===== src/rtl/breakout_game_fsm_pkg.sv =====
// Shared definitions for the breakout game-flow controller and the playfield
// logic that consumes its state and brick count.
package breakout_game_fsm_pkg;

  typedef enum logic [2:0] {
    ST_ATTRACT     = 3'd0,
    ST_SERVE       = 3'd1,
    ST_PLAY        = 3'd2,
    ST_BALL_LOST   = 3'd3,
    ST_LEVEL_CLEAR = 3'd4,
    ST_GAME_OVER   = 3'd5
  } game_state_e;

  localparam int unsigned BRICK_COUNT_DEFAULT = 128;
  localparam int unsigned BOTTOM_Y_DEFAULT    = 232;

  localparam int unsigned TIMER_W = 8;

  // True in the states that park the ball at the serve position.
  function automatic logic holds_ball(input game_state_e s);
    return (s == ST_ATTRACT) || (s == ST_SERVE) || (s == ST_GAME_OVER);
  endfunction

endpackage


===== src/rtl/breakout_game_fsm_frame_timer.sv =====
// Frame-count down timer: loaded on state entry, decremented on frame ticks,
// flags expiry on the tick that takes it from 1 to 0.
import breakout_game_fsm_pkg::*;

module breakout_game_fsm_frame_timer (
  input  logic               clk,
  input  logic               reset,
  input  logic               load_i,
  input  logic [TIMER_W-1:0] load_val_i,
  input  logic               tick_i,
  output logic               expire_o
);

  logic [TIMER_W-1:0] count_q, count_d;

  // NOTE: every always_comb output gets a default first so no path leaves it
  // unassigned -- that is what keeps latches from being inferred.
  always_comb begin
    count_d = count_q;
    if (load_i) begin
      // A zero load would never expire; treat it as a single frame.
      count_d = (load_val_i == '0) ? TIMER_W'(1) : load_val_i;
    end else if (tick_i && (count_q != '0)) begin
      count_d = count_q - TIMER_W'(1);
    end
  end

  // NOTE: sequential state uses non-blocking assignments so every register
  // samples the pre-edge value of every other register.
  always_ff @(posedge clk or posedge reset) begin
    if (reset) count_q <= '0;
    else       count_q <= count_d;
  end

  assign expire_o = tick_i && (count_q == TIMER_W'(1));

endmodule


===== src/rtl/breakout_game_fsm.sv =====
// Game-flow controller for the brick/paddle game: sequences attract, serve,
// play, ball-lost, level-clear and game-over, and drives the related pulses.
import breakout_game_fsm_pkg::*;

module breakout_game_fsm #(
  parameter int unsigned BRICK_COUNT     = BRICK_COUNT_DEFAULT,
  parameter int unsigned SERVE_DELAY     = 60,
  parameter int unsigned LOST_FRAMES     = 90,
  parameter int unsigned GAMEOVER_FRAMES = 180,
  parameter int unsigned BOTTOM_Y        = BOTTOM_Y_DEFAULT
) (
  input  logic       clk,
  input  logic       reset,
  input  logic       frame_tick_i,
  input  logic       start_i,
  input  logic [8:0] ball_y_i,
  input  logic       brick_hit_i,
  input  logic [3:0] lives_i,
  output logic       declives_o,
  output logic       stats_reset_o,
  output logic       bricks_clear_o,
  output logic       ball_reset_o,
  output logic       ball_enable_o,
  output logic [2:0] state_o,
  output logic [7:0] bricks_left_o
);

  localparam logic [7:0]         BRICK_LOAD = 8'(BRICK_COUNT);
  localparam logic [TIMER_W-1:0] SERVE_LOAD = TIMER_W'(SERVE_DELAY);
  localparam logic [TIMER_W-1:0] LOST_LOAD  = TIMER_W'(LOST_FRAMES);
  localparam logic [TIMER_W-1:0] OVER_LOAD  = TIMER_W'(GAMEOVER_FRAMES);
  localparam logic [8:0]         BOTTOM_LIM = 9'(BOTTOM_Y);

  game_state_e state_q, state_d;
  logic [7:0]  bricks_left_q, bricks_left_d;
  logic        declives_q, declives_d;
  logic        stats_reset_q, stats_reset_d;
  logic        bricks_clear_q, bricks_clear_d;
  logic        ball_reset_q, ball_enable_q;

  logic start_meta_q, start_sync_q, start_prev_q;
  logic start_edge;

  logic               tmr_load;
  logic [TIMER_W-1:0] tmr_val;
  logic               tmr_expire;

  logic [7:0] bricks_dec;
  logic       ball_out;

  // Raw button is asynchronous: two flops before anything looks at it.
  always_ff @(posedge clk or posedge reset) begin
    if (reset) begin
      start_meta_q <= 1'b0;
      start_sync_q <= 1'b0;
      start_prev_q <= 1'b0;
    end else begin
      start_meta_q <= start_i;
      start_sync_q <= start_meta_q;
      start_prev_q <= start_sync_q;
    end
  end

  assign start_edge = start_sync_q && !start_prev_q;

  breakout_game_fsm_frame_timer u_timer (
    .clk        (clk),
    .reset      (reset),
    .load_i     (tmr_load),
    .load_val_i (tmr_val),
    .tick_i     (frame_tick_i),
    .expire_o   (tmr_expire)
  );

  assign bricks_dec = (bricks_left_q == '0) ? '0 : bricks_left_q - 8'd1;
  assign ball_out   = frame_tick_i && (ball_y_i >= BOTTOM_LIM);

  always_comb begin
    state_d        = state_q;
    bricks_left_d  = bricks_left_q;
    declives_d     = 1'b0;
    stats_reset_d  = 1'b0;
    bricks_clear_d = 1'b0;
    tmr_load       = 1'b0;
    tmr_val        = '0;

    unique case (state_q)
      ST_ATTRACT: begin
        if (start_edge) begin
          stats_reset_d  = 1'b1;
          bricks_clear_d = 1'b1;
          bricks_left_d  = BRICK_LOAD;
          state_d        = ST_SERVE;
          tmr_load       = 1'b1;
          tmr_val        = SERVE_LOAD;
        end
      end
      ST_SERVE: begin
        if (tmr_expire) state_d = ST_PLAY;
      end
      ST_PLAY: begin
        if (brick_hit_i) bricks_left_d = bricks_dec;
        // Clearing the last brick outranks a ball loss in the same clk.
        if (brick_hit_i && (bricks_dec == '0)) begin
          state_d  = ST_LEVEL_CLEAR;
          tmr_load = 1'b1;
          tmr_val  = LOST_LOAD;
        end else if (ball_out) begin
          declives_d = 1'b1;
          state_d    = ST_BALL_LOST;
          tmr_load   = 1'b1;
          tmr_val    = LOST_LOAD;
        end
      end
      ST_BALL_LOST: begin
        if (tmr_expire) begin
          tmr_load = 1'b1;
          if (lives_i == '0) begin
            state_d = ST_GAME_OVER;
            tmr_val = OVER_LOAD;
          end else begin
            state_d = ST_SERVE;
            tmr_val = SERVE_LOAD;
          end
        end
      end
      ST_LEVEL_CLEAR: begin
        if (tmr_expire) begin
          bricks_clear_d = 1'b1;
          bricks_left_d  = BRICK_LOAD;
          state_d        = ST_SERVE;
          tmr_load       = 1'b1;
          tmr_val        = SERVE_LOAD;
        end
      end
      ST_GAME_OVER: begin
        if (tmr_expire) state_d = ST_ATTRACT;
      end
      default: state_d = ST_ATTRACT;
    endcase
  end

  // Ball controls follow the next state so they change on the same edge.
  always_ff @(posedge clk or posedge reset) begin
    if (reset) begin
      state_q        <= ST_ATTRACT;
      bricks_left_q  <= BRICK_LOAD;
      declives_q     <= 1'b0;
      stats_reset_q  <= 1'b0;
      bricks_clear_q <= 1'b0;
      ball_reset_q   <= 1'b1;
      ball_enable_q  <= 1'b0;
    end else begin
      state_q        <= state_d;
      bricks_left_q  <= bricks_left_d;
      declives_q     <= declives_d;
      stats_reset_q  <= stats_reset_d;
      bricks_clear_q <= bricks_clear_d;
      ball_reset_q   <= holds_ball(state_d);
      ball_enable_q  <= (state_d == ST_PLAY);
    end
  end

  assign declives_o     = declives_q;
  assign stats_reset_o  = stats_reset_q;
  assign bricks_clear_o = bricks_clear_q;
  assign ball_reset_o   = ball_reset_q;
  assign ball_enable_o  = ball_enable_q;
  assign state_o        = state_q;
  assign bricks_left_o  = bricks_left_q;

endmodule


===== config.mk =====
export PLATFORM = sky130hd
export DESIGN_NAME = breakout_game_fsm
export DESIGN_NICKNAME = d
export VERILOG_FILES = /design/src/rtl/breakout_game_fsm_pkg.sv /design/src/rtl/breakout_game_fsm_frame_timer.sv /design/src/rtl/breakout_game_fsm.sv
export SDC_FILE = /design/constraint.sdc
export NUM_CORES = 1
export LEC_CHECK = 0
export CELL_PAD_IN_SITES_DETAIL_PLACEMENT = 1
export CELL_PAD_IN_SITES_GLOBAL_PLACEMENT = 1
export CORE_MARGIN = 2
export CORE_UTILIZATION = 38
export CTS_CLUSTER_DIAMETER = 40
export DETAILED_ROUTE_END_ITERATION = 8
export GPL_TIMING_DRIVEN = 0
export PLACE_DENSITY_LB_ADDON = 0.1
export SLEW_MARGIN = 30
export SYNTH_ARGS = -nofsm -noshare
export SYNTH_HDL_FRONTEND = slang
export SYNTH_SLANG_ARGS = --single-unit

===== constraint.sdc =====
create_clock -name clk -period 2.8 [get_ports clk]
set_clock_uncertainty 0.15 [all_clocks]
set_input_delay 0.7 -clock clk [delete_from_list [all_inputs] [get_ports clk]]
set_output_delay 0.7 -clock clk [all_outputs]
set_load 0.005 [all_outputs]

==> results of run 1 <==
==> kinds of logic (layout without fill, tap and decap cells) <==
group,Yosys count,count (layout),share of synthesized area [%]
simple gates,67,67,25.1
compound gates,46,46,22.5
fa+ha+maj,3,3,2.39
xor+xnor,6,6,3.34
buf+inv,14,48,3.58
flops,27,27,43.1
==> placed cells by master, fill, tap and decap left out, drive strengths merged, types with 2 or more instances in the layout <==
| master | Yosys | layout |
|---|---|---|
| a21oi | 7 | 7 |
| nor3 | 7 | 7 |
| clkbuf | 1 | 4 |
| o211ai | 2 | 2 |
| nor4 | 4 | 4 |
| dfstp | 2 | 2 |
| xor2 | 4 | 4 |
| clkdlybuf4s50 | 0 | 30 |
| dfrtp | 25 | 25 |
| inv | 10 | 10 |
| nand4 | 2 | 2 |
| buf | 3 | 3 |
| o21ai | 14 | 14 |
| nand2b | 3 | 3 |
| nand2 | 13 | 13 |
| xnor2 | 2 | 2 |
| or3b | 2 | 2 |
| ha | 3 | 3 |
| or2 | 3 | 3 |
| a21boi | 2 | 2 |
| or4 | 2 | 2 |
| nand3b | 2 | 2 |
| o31ai | 4 | 4 |
| nor2 | 15 | 15 |
| nor3b | 2 | 2 |
| o21bai | 4 | 4 |
| or3 | 4 | 4 |
| nand3 | 2 | 2 |
==> area by class of cell <==
type / instances / area share, %
Buffer: 4 / 0.946
Clock buffer: 3 / 2.08
Clock inverter: 1 / 0.378
Inverter: 10 / 1.89
Multi-Input combinational cell: 122 / 42.2
Sequential cell: 27 / 34.2
Tap cell: 50 / 3.15
Timing Repair Buffer: 30 / 15.1
==> power by group through the flow <==
stage | registers (mW) | clock network [mW] | logic [mW]
after CTS | 0.645 | 0.244 | 0.628
after global placement | 0.641 | 0 | 0.603
after floorplan | 0.618 | 0 | 0.424
after global routing | 0.667 | 0.265 | 0.697
final | 0.645 | 0.238 | 0.624
after detailed placement | 0.651 | 0 | 0.623
==> flip-flops by register name, indices dropped and copies added, names as in the netlist <==
signal,cells
ball_enable_o,1
ball_reset_o,1
bricks_clear_o,1
bricks_left_o,8
declives_o,1
start_meta_q,1
start_prev_q,1
start_sync_q,1
state_o,3
stats_reset_o,1
u_timer.count_q,8
==> final timing paths <==
kind / cells after the start / end
max: 7 / bricks_left_o[5]
min: 0 / start_sync_q
min reg2reg: 0 / start_sync_q
min in group asynchronous: 2 / bricks_left_o[5]
max reg2reg: 7 / bricks_left_o[5]
max in group asynchronous: 2 / ball_reset_o
==> per-layer routing <==
metal	share of wire, %	track usage [%]
met5	0	0
met4	1.6	7.50
met3	4.4	3.95
met2	48	31.7
met1	46	26.0
==> worst max-delay path, cell delays in order <==
cell                              delay, ns
sky130_fd_sc_hd__clkdlybuf4s50_1       0.62
sky130_fd_sc_hd__and4bb_1              0.36
sky130_fd_sc_hd__nand3_1               0.14
sky130_fd_sc_hd__a221o_1               0.34
sky130_fd_sc_hd__buf_2                 0.19
sky130_fd_sc_hd__o21ai_0               0.21
sky130_fd_sc_hd__o21ai_1               0.10
==> metrics by stage <==
| stage | TNS (ns) | cell area (µm²) | util, % |
|---|---|---|---|
| final | 0 | 1980 | 49.6 |
| after global routing | 0 | 1980 | 49.6 |
| after CTS | 0 | 1980 | 49.6 |
| after detailed placement | -0.841 | 1940 | 48.4 |
| after global placement | -0.572 | 1940 | 48.4 |
| after floorplan | 0 | 1570 | - |
==> results.md, run 1 <==
- The data required time at the worst endpoint is 2.82 ns.
- STA classifies the critical path startpoint as a primary input.
- The area of the die is approximately 0.0047 mm².
- The internal power is 898 µW.
- The flow ran to the end, and the final reports show no timing, DRC or antenna violations.
- In this run the standard cell core region covers roughly 0.004 mm².
- The final routed DRC violation total is 0.
- The class of the tightest hold or removal check is flip-flop to flip-flop.
- The number of nets at the end of the flow is ~220.
- The type of destination of the critical path is a flip-flop.
- For this run the aggregate overflow at the end of global routing stands at 0.
- The most instantiated library cell after synthesis is sky130_fd_sc_hd__dfrtp_1.
- In this run the most critical hold path is launched from start_meta_q.
- The I/O pin total is 34.
- Buffers added to address setup during post-CTS repair amount to 0.
- Post-CTS repair changed the size of 0 cells.
- The first-iteration detailed-routing DRC count is 40.
- Along the worst path, the maximum fanout reaches 10.
- The area used by sequential logic in the layout is just under 700 µm².
- The critical register-to-register path startpoint is bricks_left_o[0].
- The cell count after synthesis is 163.
- The register bit count reported by yosys is 27.
- The first global-routing pass estimated 6760 µm of wire.
- The leakage dissipation is ~0.79 nW.
- The x dimension of the die is 68.3 µm.
- The most used flip-flop cell after synthesis is sky130_fd_sc_hd__dfrtp_1.
- The number of warnings issued by yosys is 0.
- The number of fill cells in the layout is 455.
- CTS saw 27 sinks.
- Max-cap violations in this run came to 0.
- The deepest level of the CTS H-tree is 1.
- The total routed wirelength is about 4200 µm.
- The number of antenna cells inserted is 0.
- The launching instance or port of the critical path is frame_tick_i.
- The number of distinct standard cells referenced by the synthesized netlist is 56.
- The iteration count of the initial detailed-routing pass is 4.
- Power comes to 1.51 mW.
- sky130_fd_sc_hd__dfrtp_1 takes more of the synthesized area than any other cell.
- The insertion delay to the later sink of the worst-skew pair is between 0.2 and 0.3 ns.
- The net switching power of the design is ~610 µW.
- The number of antenna violations at the first check in global routing was 0.
- The achievable frequency is around 380 MHz.
- The total nets after synthesis is 184.
- Sequential cells were found to cover about 43% of the synthesized design area.
- The total power divided by cell area is 760 mW/mm².
- The worst slack on hold paths is approximately 0.22 ns.
- By area the synthesized netlist is led by sky130_fd_sc_hd__dfrtp_1, sky130_fd_sc_hd__nor2_1, sky130_fd_sc_hd__dfstp_2.
- Including well taps, the total number of placed cells is ~240.
- The share of power burned in registers is 42.8%.
- By count the netlist is led by sky130_fd_sc_hd__dfrtp_1, sky130_fd_sc_hd__nor2_1, sky130_fd_sc_hd__nand2_1.
- The height of the chip is just under 70 µm.
- Across all setup checks in the final design, the least slack found is 0.166 ns.
- The slack of the worst reg-to-reg path is about 0.38 ns.
- The combined area of the multi-input logic cells is 838 µm².
- The top-area cell type share of the netlist area is roughly two fifths.
- The fraction of final layout cells sized beyond drive strength 1 is 13.2%.
- The count of buffers added on input and output ports is 30.
- From synthesis to final layout, the design area changed by 26.2%.
- The row count is 23.
- The CTS tree is yes.
- The number of global-route vias before repair is ~1.4k.
- The detail route stage leaves a number of antenna-violating nets equal to 0.
- The CTS buffer count is 3.
- In this run, the combinational gates consume about 41% of the power.
- The clock tree root driver cell is sky130_fd_sc_hd__clkbuf_8.
- Across every metal layer, demand over resource in global routing totals between 10% and 20%.
- The classification of the worst setup path is primary input to flip-flop.
- Summed over all nets, the half-perimeter wirelength after detailed placement is slightly above 3000 µm.
- For this run, asynchronously set or reset flops after synthesis account for between 90% and 100%.
- The final max-slew violation count is 0.
- The final estimated routing congestion in global placement is between 0.8 and 0.9.
- The initial core utilization is between 30% and 40%.
- Across all layers, the routed design uses 1381 vias.
- The net switching share of the total power is roughly two fifths.
- Clock-pin slew was measured on the worst setup and hold paths at around 0.10 ns.
- Setup repair after global routing left no endpoint under its margin.
- The pre-CTS setup slack is -0.150 ns.
- The final cycle utilization of the critical path is a little over nine tenths.
- The maximum number of buffers from clock root to sink is 2.
- Measured against its own limit, the worst slew margin works out to between 60% and 70%.
- IR analysis of the VDD net gives a maximum drop of around 410 µV.
- The wire length per cell after detailed routing is approximately 17 µm.
- The worst path arrival time is between 2 and 3 ns.
- At the pin with the least slew margin, the transition time is between 0.5 and 0.6 ns.
- The mapped netlist covers between 0.0015 and 0.002 mm².
- After synthesis, the mean cell area works out to approximately 9.6 µm².
- The pin count of the biggest net entering global routing is 28.
- The proportion of power drawn by the clock network is approximately 16%.
- Hold repair after CTS inserted 0 buffers.
- The final number of hold-violating endpoints is 0.
- The per-cell via count in the routed design is 5.59.
- Setup violations remaining at the end of the flow were counted as 0.
- The count of non-filler cells in the finished layout is approximately 250.
- For the finished layout, the period the worst path requires is about 2.6 ns.
- The synthesized design contains 0 enable-type register cells.
(Power assumes the default switching activity.)
==> run 2, diff against run 1 <==
--- a/config.mk
+++ b/config.mk
@@ -13,6 +13,7 @@
 export DETAILED_ROUTE_END_ITERATION = 8
 export GPL_TIMING_DRIVEN = 0
 export PLACE_DENSITY_LB_ADDON = 0.1
+export REMOVE_ABC_BUFFERS = 1
 export SLEW_MARGIN = 30
 export SYNTH_ARGS = -nofsm -noshare
 export SYNTH_HDL_FRONTEND = slang
==> run 2 against run 1 <==
  * Cell count fell by 1.6%
  * Global-route usage fell by 0.53 points
  * Die area did not move
  * Clock-buffer cell count rose by 1
  * Combinational power barely moved
  * First-iteration DRC count fell by 20%
  * Sequential cell count did not move
  * Clock power fell by 2%
  * Worst setup slack improved by 0.21 ns
  * Total power fell by 0.22%
  * Wire length fell by 2.7%
==> results.md, run 2 (synthesized netlist as in run 1, its figures left out) <==
- The iteration count of the initial detailed-routing pass is 4 (unchanged).
- The number of nets at the end of the flow is 215 (was 219).
- The final max-slew violation count is 0 (unchanged).
- The type of element launching the critical path is a primary input (unchanged).
- The wire length per cell after detailed routing is 16.7 µm (was 16.9 µm).
- The final routed DRC violation total is 0 (unchanged).
- The pin slew with the least headroom to its limit is 0.669 ns (was 0.566 ns).
- The critical path's largest stage delay is 0.53 ns (was 0.62 ns).
- The CTS tree is yes (unchanged).
- The pin count of the biggest net entering global routing is 28 (unchanged).
- The startpoint of the tightest hold check path is start_meta_q (unchanged).
- The number of global-route vias before repair came to 1368 (was 1431).
- The number of hold-repair buffers added at the cts stage came to 0 (unchanged).
- The first-iteration detailed-routing DRC count is 32 (was 40).
- The placeable core region is 0.00400 mm² (unchanged).
- The classification of the worst setup path is primary input to flip-flop (unchanged).
- The number of antenna violations at the first check in global routing is 0 (unchanged).
- The launching instance or port of the critical path is brick_hit_i (was frame_tick_i).
- The area growth from synthesis to layout is 25.0% (was 26.2%).
- The critical-path cell with the highest stage delay is sky130_fd_sc_hd__clkdlybuf4s50_1 (unchanged).
- The I/O pin total is 34 (unchanged).
- The worst vdd rail ir drop is 277 µV (was 413 µV).
- The overall overflow remaining after global route is 0 (unchanged).
- The overall global routing resource usage came to 19.1% (was 19.7%).
- The total power of the final layout was 1.50 mW (was 1.51 mW).
- RSZ-0062 raised after global routing: no (unchanged).
- The maximum number of buffers from clock root to sink is 2 (unchanged).
- The total routed wirelength is 4050 µm (was 4160 µm).
- The per-cell via count in the routed design came to 5.65 (was 5.59).
- Outcome: finished clean (unchanged).
- The type of destination of the critical path is a flip-flop (unchanged).
- The total power divided by cell area is 765 mW/mm² (was 760 mW/mm²).
- The critical-path maximum fanout was 8 (was 10).
- The final estimated routing congestion in global placement is 0.831 (was 0.840).
- The worst path arrival time came to 2.44 ns (was 2.66 ns).
- The total number of vias is 1372 (was 1381).
- The pre-CTS setup slack is -0.283 ns (was -0.150 ns).
- The clock input transition at the sequential cells of the worst setup and hold paths is 0.09 ns (was 0.10 ns).
- The estimated wirelength of the detail-placed design came to 3050 µm (was 3090 µm).
- The first-pass GRT wire length was 6600 µm (was 6760 µm).
- The setup fix buffers added after clock tree synthesis came to 0 (unchanged).
- The most common cell after layout, fill and taps aside is sky130_fd_sc_hd__clkdlybuf4s50_1 (unchanged).
- The row count is 23 (unchanged).
- The x dimension of the die is 68.3 µm (unchanged).
- The achievable frequency came to 412 MHz (was 380 MHz).
- The antenna violation net count after detailed routing is 0 (unchanged).
- The height of the chip was 68.3 µm (unchanged).
- The leakage dissipation is 0.782 nW (was 0.789 nW).
- The number of antenna cells inserted is 0 (unchanged).
- The area of the die is 0.00467 mm² (unchanged).
- The max-slew headroom at the worst pin is 55.3% (was 62.2%).
- The final number of hold-violating endpoints is 0 (unchanged).
- The max-capacitance violation count is 0 (unchanged).
- The worst slack on hold paths came to 0.218 ns (was 0.217 ns).
- The time the worst path needs with I/O delays and setup is 2.43 ns (was 2.63 ns).
- The critical register-to-register path startpoint is bricks_left_o[0] (unchanged).
- The initial core utilization came to 39.3% (unchanged).
- The CTS buffer count is 3 (unchanged).
- The clock tree root driver cell is sky130_fd_sc_hd__clkbuf_8 (unchanged).
- The count of buffers inserted at the top-level ports is 30 (unchanged).
- Commonest non-fill, non-tap cells in the layout: sky130_fd_sc_hd__clkdlybuf4s50_1, sky130_fd_sc_hd__dfrtp_1, sky130_fd_sc_hd__nor2_1 (unchanged).
- The final cycle utilization of the critical path came to 86.7% (was 94.1%).
- The number of sinks handled by clock tree synthesis is 27 (unchanged).
- The data required time at the worst endpoint is 2.81 ns (was 2.82 ns).
- The deepest level of the CTS H-tree is 1 (unchanged).
- Cells traversed along the worst timing path: clkdlybuf4s50_1 > nor4b_1 > nand4_1 > o21ai_2 > o21bai_1 (was clkdlybuf4s50_1 > and4bb_1 > nand3_1 > a221o_1 > buf_2 > o21ai_0 > o21ai_1).
- The class of the tightest hold or removal check is flip-flop to flip-flop (unchanged).
- The insertion delay to the later sink of the worst-skew pair is 0.28 ns (was 0.29 ns).
- The fraction of final layout cells sized beyond drive strength 1 is 12.4% (was 13.2%).
- The total setup violations reported at the end of the flow is 0 (unchanged).
- The worst setup margin came to 0.372 ns (was 0.166 ns).
==> run 2: metal layers <==
layer,GRT usage (%),share of wire [%],vias to the layer above
met3,3.62,3.7,5
met5,0,0,-
li1,-,-,665
met2,29.5,47,25
met4,5.25,1.0,0
met1,27.4,48,677
==> run 2: where the power goes <==
part | total [mW] | switching [mW] | leakage [nW] | internal, mW
Clock | 0.234 | 0.132 | 0.0228 | 0.102
Sequential | 0.647 | 0.152 | 0.339 | 0.495
Combinational | 0.623 | 0.324 | 0.420 | 0.299
==> run 2: worst paths after layout <==
| path | to | slack [ns] | depth (start not counted) |
|---|---|---|---|
| max | u_timer.count_q[5] | 0.37 | 5 |
| min | start_sync_q | 0.22 | 0 |
| max reg2reg | bricks_left_o[5] | 0.40 | 6 |
| min reg2reg | start_sync_q | 0.22 | 0 |
| max in group asynchronous | stats_reset_o | 1.47 | 2 |
| min in group asynchronous | bricks_left_o[1] | 0.64 | 2 |
==> run 2: final cells by class <==
type	instances	area, µm²
tap	50	62.6
fill	465	2030
sequential	27	678
inverter	10	37.5
clock buffer	4	45.0
multi-input combinational	122	840
timing repair buffer	30	303
==> run 2: worst max-delay path: cells and delay by family <==
kind | cells | cell delay, ns
AO/OA/AOI/OAI | 2 | 0.50
buffers and inverters | 1 | 0.53
AND/OR/NAND/NOR | 2 | 0.70
==> run 2: metrics by stage <==
stage | cell area, µm² | util (%) | setup TNS [ns] | cells
6_report | 1970 | 49.1 | 0 | 243
5_1_grt | 1970 | 49.1 | 0 | 243
4_1_cts | 1960 | 49.1 | 0 | 243
3_5_place_dp | 1920 | 47.9 | -1.17 | 239
3_3_place_gp | 1920 | 47.9 | -0.923 | 239
2_1_floorplan | 1550 | - | 0 | 159
==> run 2: repair_timing <==
action                                  in CTS  in global routing
pin swaps                                    0                  0
resized for setup                            1                  2
endpoints found under the setup margin       1                  1
==> run 3, diff against run 2 <==
--- a/config.mk
+++ b/config.mk
@@ -7,7 +7,6 @@
 export LEC_CHECK = 0
 export CELL_PAD_IN_SITES_DETAIL_PLACEMENT = 1
 export CELL_PAD_IN_SITES_GLOBAL_PLACEMENT = 1
-export CORE_MARGIN = 2
 export CORE_UTILIZATION = 38
 export CTS_CLUSTER_DIAMETER = 40
 export DETAILED_ROUTE_END_ITERATION = 8
==> run 3 against run 2 <==
  * Combinational power decreased by 0.8%
  * Worst setup slack got worse by 0.016 ns
  * First-iteration DRC count increased by 78%
  * Clock power about the same
  * Critical path type unchanged
  * Critical endpoint is now u_timer.count_q[2]
==> results.md, run 3 (synthesized netlist as in run 1, its figures left out) <==
- Outcome: finished clean (unchanged).
- The proportion of power drawn by the clock network is 15.5% (was 15.6%).
- The achievable frequency came to 409 MHz (was 412 MHz).
- The final estimated routing congestion in global placement is 0.804 (was 0.831).
- The pre-CTS setup slack is -0.276 ns (was -0.283 ns).
- The total power of the final layout is 1.50 mW (about the same).
- The type of element launching the critical path is a primary input (unchanged).
- The CTS buffer count is 3 (unchanged).
- The placeable core region is 0.00400 mm² (unchanged).
- The clock input transition at the sequential cells of the worst setup and hold paths is 0.10 ns (was 0.09 ns).
- The pin count of the biggest net entering global routing is 28 (unchanged).
- The final number of hold-violating endpoints was 0 (unchanged).
- The row count was 23 (unchanged).
- The area growth from synthesis to layout is 25.2% (was 25.0%).
- The final routed DRC violation total is 0 (unchanged).
- The CTS tree is yes (unchanged).
- The worst path arrival time is 2.45 ns (was 2.44 ns).
- The antenna violation net count after detailed routing is 0 (unchanged).
- The number of global-route vias before repair is 1433 (was 1368).
- The critical register-to-register path endpoint is bricks_left_o[5] (unchanged).
- The final design utilization was 49.2% (was 49.1%).
- The area of the die is 0.00440 mm² (was 0.00467 mm²).
- The estimated wirelength of the detail-placed design is 3000 µm (was 3050 µm).
- The type of destination of the critical path is a flip-flop (unchanged).
- The total setup violations reported at the end of the flow is 0 (unchanged).
- The height of the chip came to 66.3 µm (was 68.3 µm).
- The setup fix buffers added after clock tree synthesis is 0 (unchanged).
- The count of buffers inserted at the top-level ports is 30 (unchanged).
- The pin slew with the least headroom to its limit was 0.602 ns (was 0.669 ns).
- The quantity of gates resized following cts is 0 (was 1).
- The classification of the worst setup path is primary input to flip-flop (unchanged).
- The total number of vias came to 1357 (was 1372).
- The time the worst path needs with I/O delays and setup is 2.44 ns (was 2.43 ns).
- The data required time at the worst endpoint is 2.81 ns (about the same).
- The first-iteration detailed-routing DRC count came to 57 (was 32).
- The worst slack on hold paths was 0.213 ns (was 0.218 ns).
- The total routed wirelength is 4030 µm (was 4050 µm).
- The first-pass GRT wire length is 6730 µm (was 6600 µm).
- The worst vdd rail ir drop is 340 µV (was 277 µV).
- The I/O pin total is 34 (unchanged).
- The worst setup margin is 0.356 ns (was 0.372 ns).
- The internal power is 897 µW (about the same).
- The number of sinks handled by clock tree synthesis came to 27 (unchanged).
- The critical path's largest stage delay is 0.51 ns (was 0.53 ns).
- The overall global routing resource usage is 20.3% (was 19.1%).
- The final max-slew violation count is 0 (unchanged).
- The launching instance or port of the critical path is brick_hit_i (unchanged).
- The iteration count of the initial detailed-routing pass is 6 (was 4).
- The final cycle utilization of the critical path is 87.3% (was 86.7%).
- The clock tree root driver cell is sky130_fd_sc_hd__clkbuf_8 (unchanged).
- Cells traversed along the worst timing path: clkdlybuf4s50_1 > nor4b_1 > nand4_1 > o21ai_2 > o21bai_1 (unchanged).
- The x dimension of the die came to 66.3 µm (was 68.3 µm).
- The share of power burned in registers is 43.2% (was 43.0%).
- The maximum number of buffers from clock root to sink came to 2 (unchanged).
- The number of nets at the end of the flow is 215 (unchanged).
- The combinational cell fraction of total power is 41.2% (was 41.4%).
- The number of hold-repair buffers added at the cts stage is 0 (unchanged).
- RSZ-0062 raised after global routing: no (unchanged).
- The fraction of final layout cells sized beyond drive strength 1 was 13.0% (was 12.4%).
- The max-capacitance violation count came to 0 (unchanged).
- The max-slew headroom at the worst pin is 59.8% (was 55.3%).
- The number of antenna violations at the first check in global routing came to 0 (unchanged).
- The slack of the worst reg-to-reg path is 0.40 ns (about the same).
- Commonest non-fill, non-tap cells in the layout: sky130_fd_sc_hd__clkdlybuf4s50_1, sky130_fd_sc_hd__dfrtp_1, sky130_fd_sc_hd__nor2_1 (unchanged).
- The insertion delay to the later sink of the worst-skew pair is 0.28 ns (about the same).
- The initial core utilization was 39.3% (unchanged).
- The number of cells on the worst reg-to-reg path is 6 (unchanged).
- The critical-path maximum fanout was 8 (unchanged).
- The deepest level of the CTS H-tree is 1 (unchanged).
- The per-cell via count in the routed design is 5.58 (was 5.65).
- The leakage dissipation is 0.781 nW (was 0.782 nW).
- The placed instance area is 0.00192 mm² (unchanged).
- The total power divided by cell area is 761 mW/mm² (was 765 mW/mm²).
- The critical register-to-register path startpoint is bricks_left_o[0] (unchanged).
- The wire length per cell after detailed routing is 16.6 µm (was 16.7 µm).
- The net switching power of the design is 602 µW (was 607 µW).
- The critical-path cell with the highest stage delay is sky130_fd_sc_hd__clkdlybuf4s50_1 (unchanged).
- The number of antenna cells inserted is 0 (unchanged).
- The most common cell after layout, fill and taps aside is sky130_fd_sc_hd__clkdlybuf4s50_1 (unchanged).
- The net switching share of the total power is 40.2% (was 40.4%).
- The capture point of the worst path is u_timer.count_q[2] (was u_timer.count_q[5]).
- The final instance area was 0.00197 mm² (about the same).
- The overall overflow remaining after global route was 0 (unchanged).
- The class of the tightest hold or removal check is flip-flop to flip-flop (unchanged).
run 3: cell types whose count changed in the layout (fill, tap and decap cells not counted):
cell | before | now
sky130_fd_sc_hd__clkinvlp_4 | 0 | 1
sky130_fd_sc_hd__clkbuf_1 | 1 | 0
run 3: through the flow:
stage               cells  setup TNS, ns
CTS                   243              0
detailed placement    239          -1.19
global placement      239          -1.00
floorplan             159              0
global route          243              0
finish                243              0
run 3: how the worst min path moves through the flow:
stage                      start            to  slack, ns  cells past startpoint
CTS                 start_meta_q  start_sync_q       0.22                      0
global placement    start_meta_q  start_sync_q       0.19                      0
finish              start_meta_q  start_sync_q       0.21                      0
global route        start_meta_q  start_sync_q       0.22                      0
detailed placement  start_meta_q  start_sync_q       0.20                      0
floorplan           start_meta_q  start_sync_q       0.18                      0
run 3: per-layer routing:
| layer | part of all wire [%] | global-route usage [%] | up-vias |
|---|---|---|---|
| met5 | 0 | 0 | - |
| met4 | 0.45 | 3.99 | 0 |
| met3 | 2.9 | 3.10 | 2 |
| met2 | 50 | 35.6 | 21 |
| met1 | 46 | 26.4 | 678 |
| li1 | - | - | 656 |
run 3: power groups by stage:
stage                     Combinational (mW)  Sequential, mW  Clock, mW
after global placement                 0.592           0.648          0
after floorplan                        0.416           0.623          0
after global routing                   0.697           0.673      0.255
after CTS                              0.625           0.649      0.243
after detailed placement               0.617           0.656          0
final                                  0.618           0.648      0.233
run 3: final cells by class:
cell class	instances	area (µm²)
multi-input combinational	122	840
sequential	27	678
fill	468	2030
timing repair buffer	30	303
inverter	10	37.5
tap	50	62.6
clock buffer	3	41.3
clock inverter	1	7.51
run 3: critical path, delay by kind of cell:
family / cells / cell delay (ns)
AND/OR/NAND/NOR: 2 / 0.72
AO/OA/AOI/OAI: 2 / 0.52
buffers and inverters: 1 / 0.51
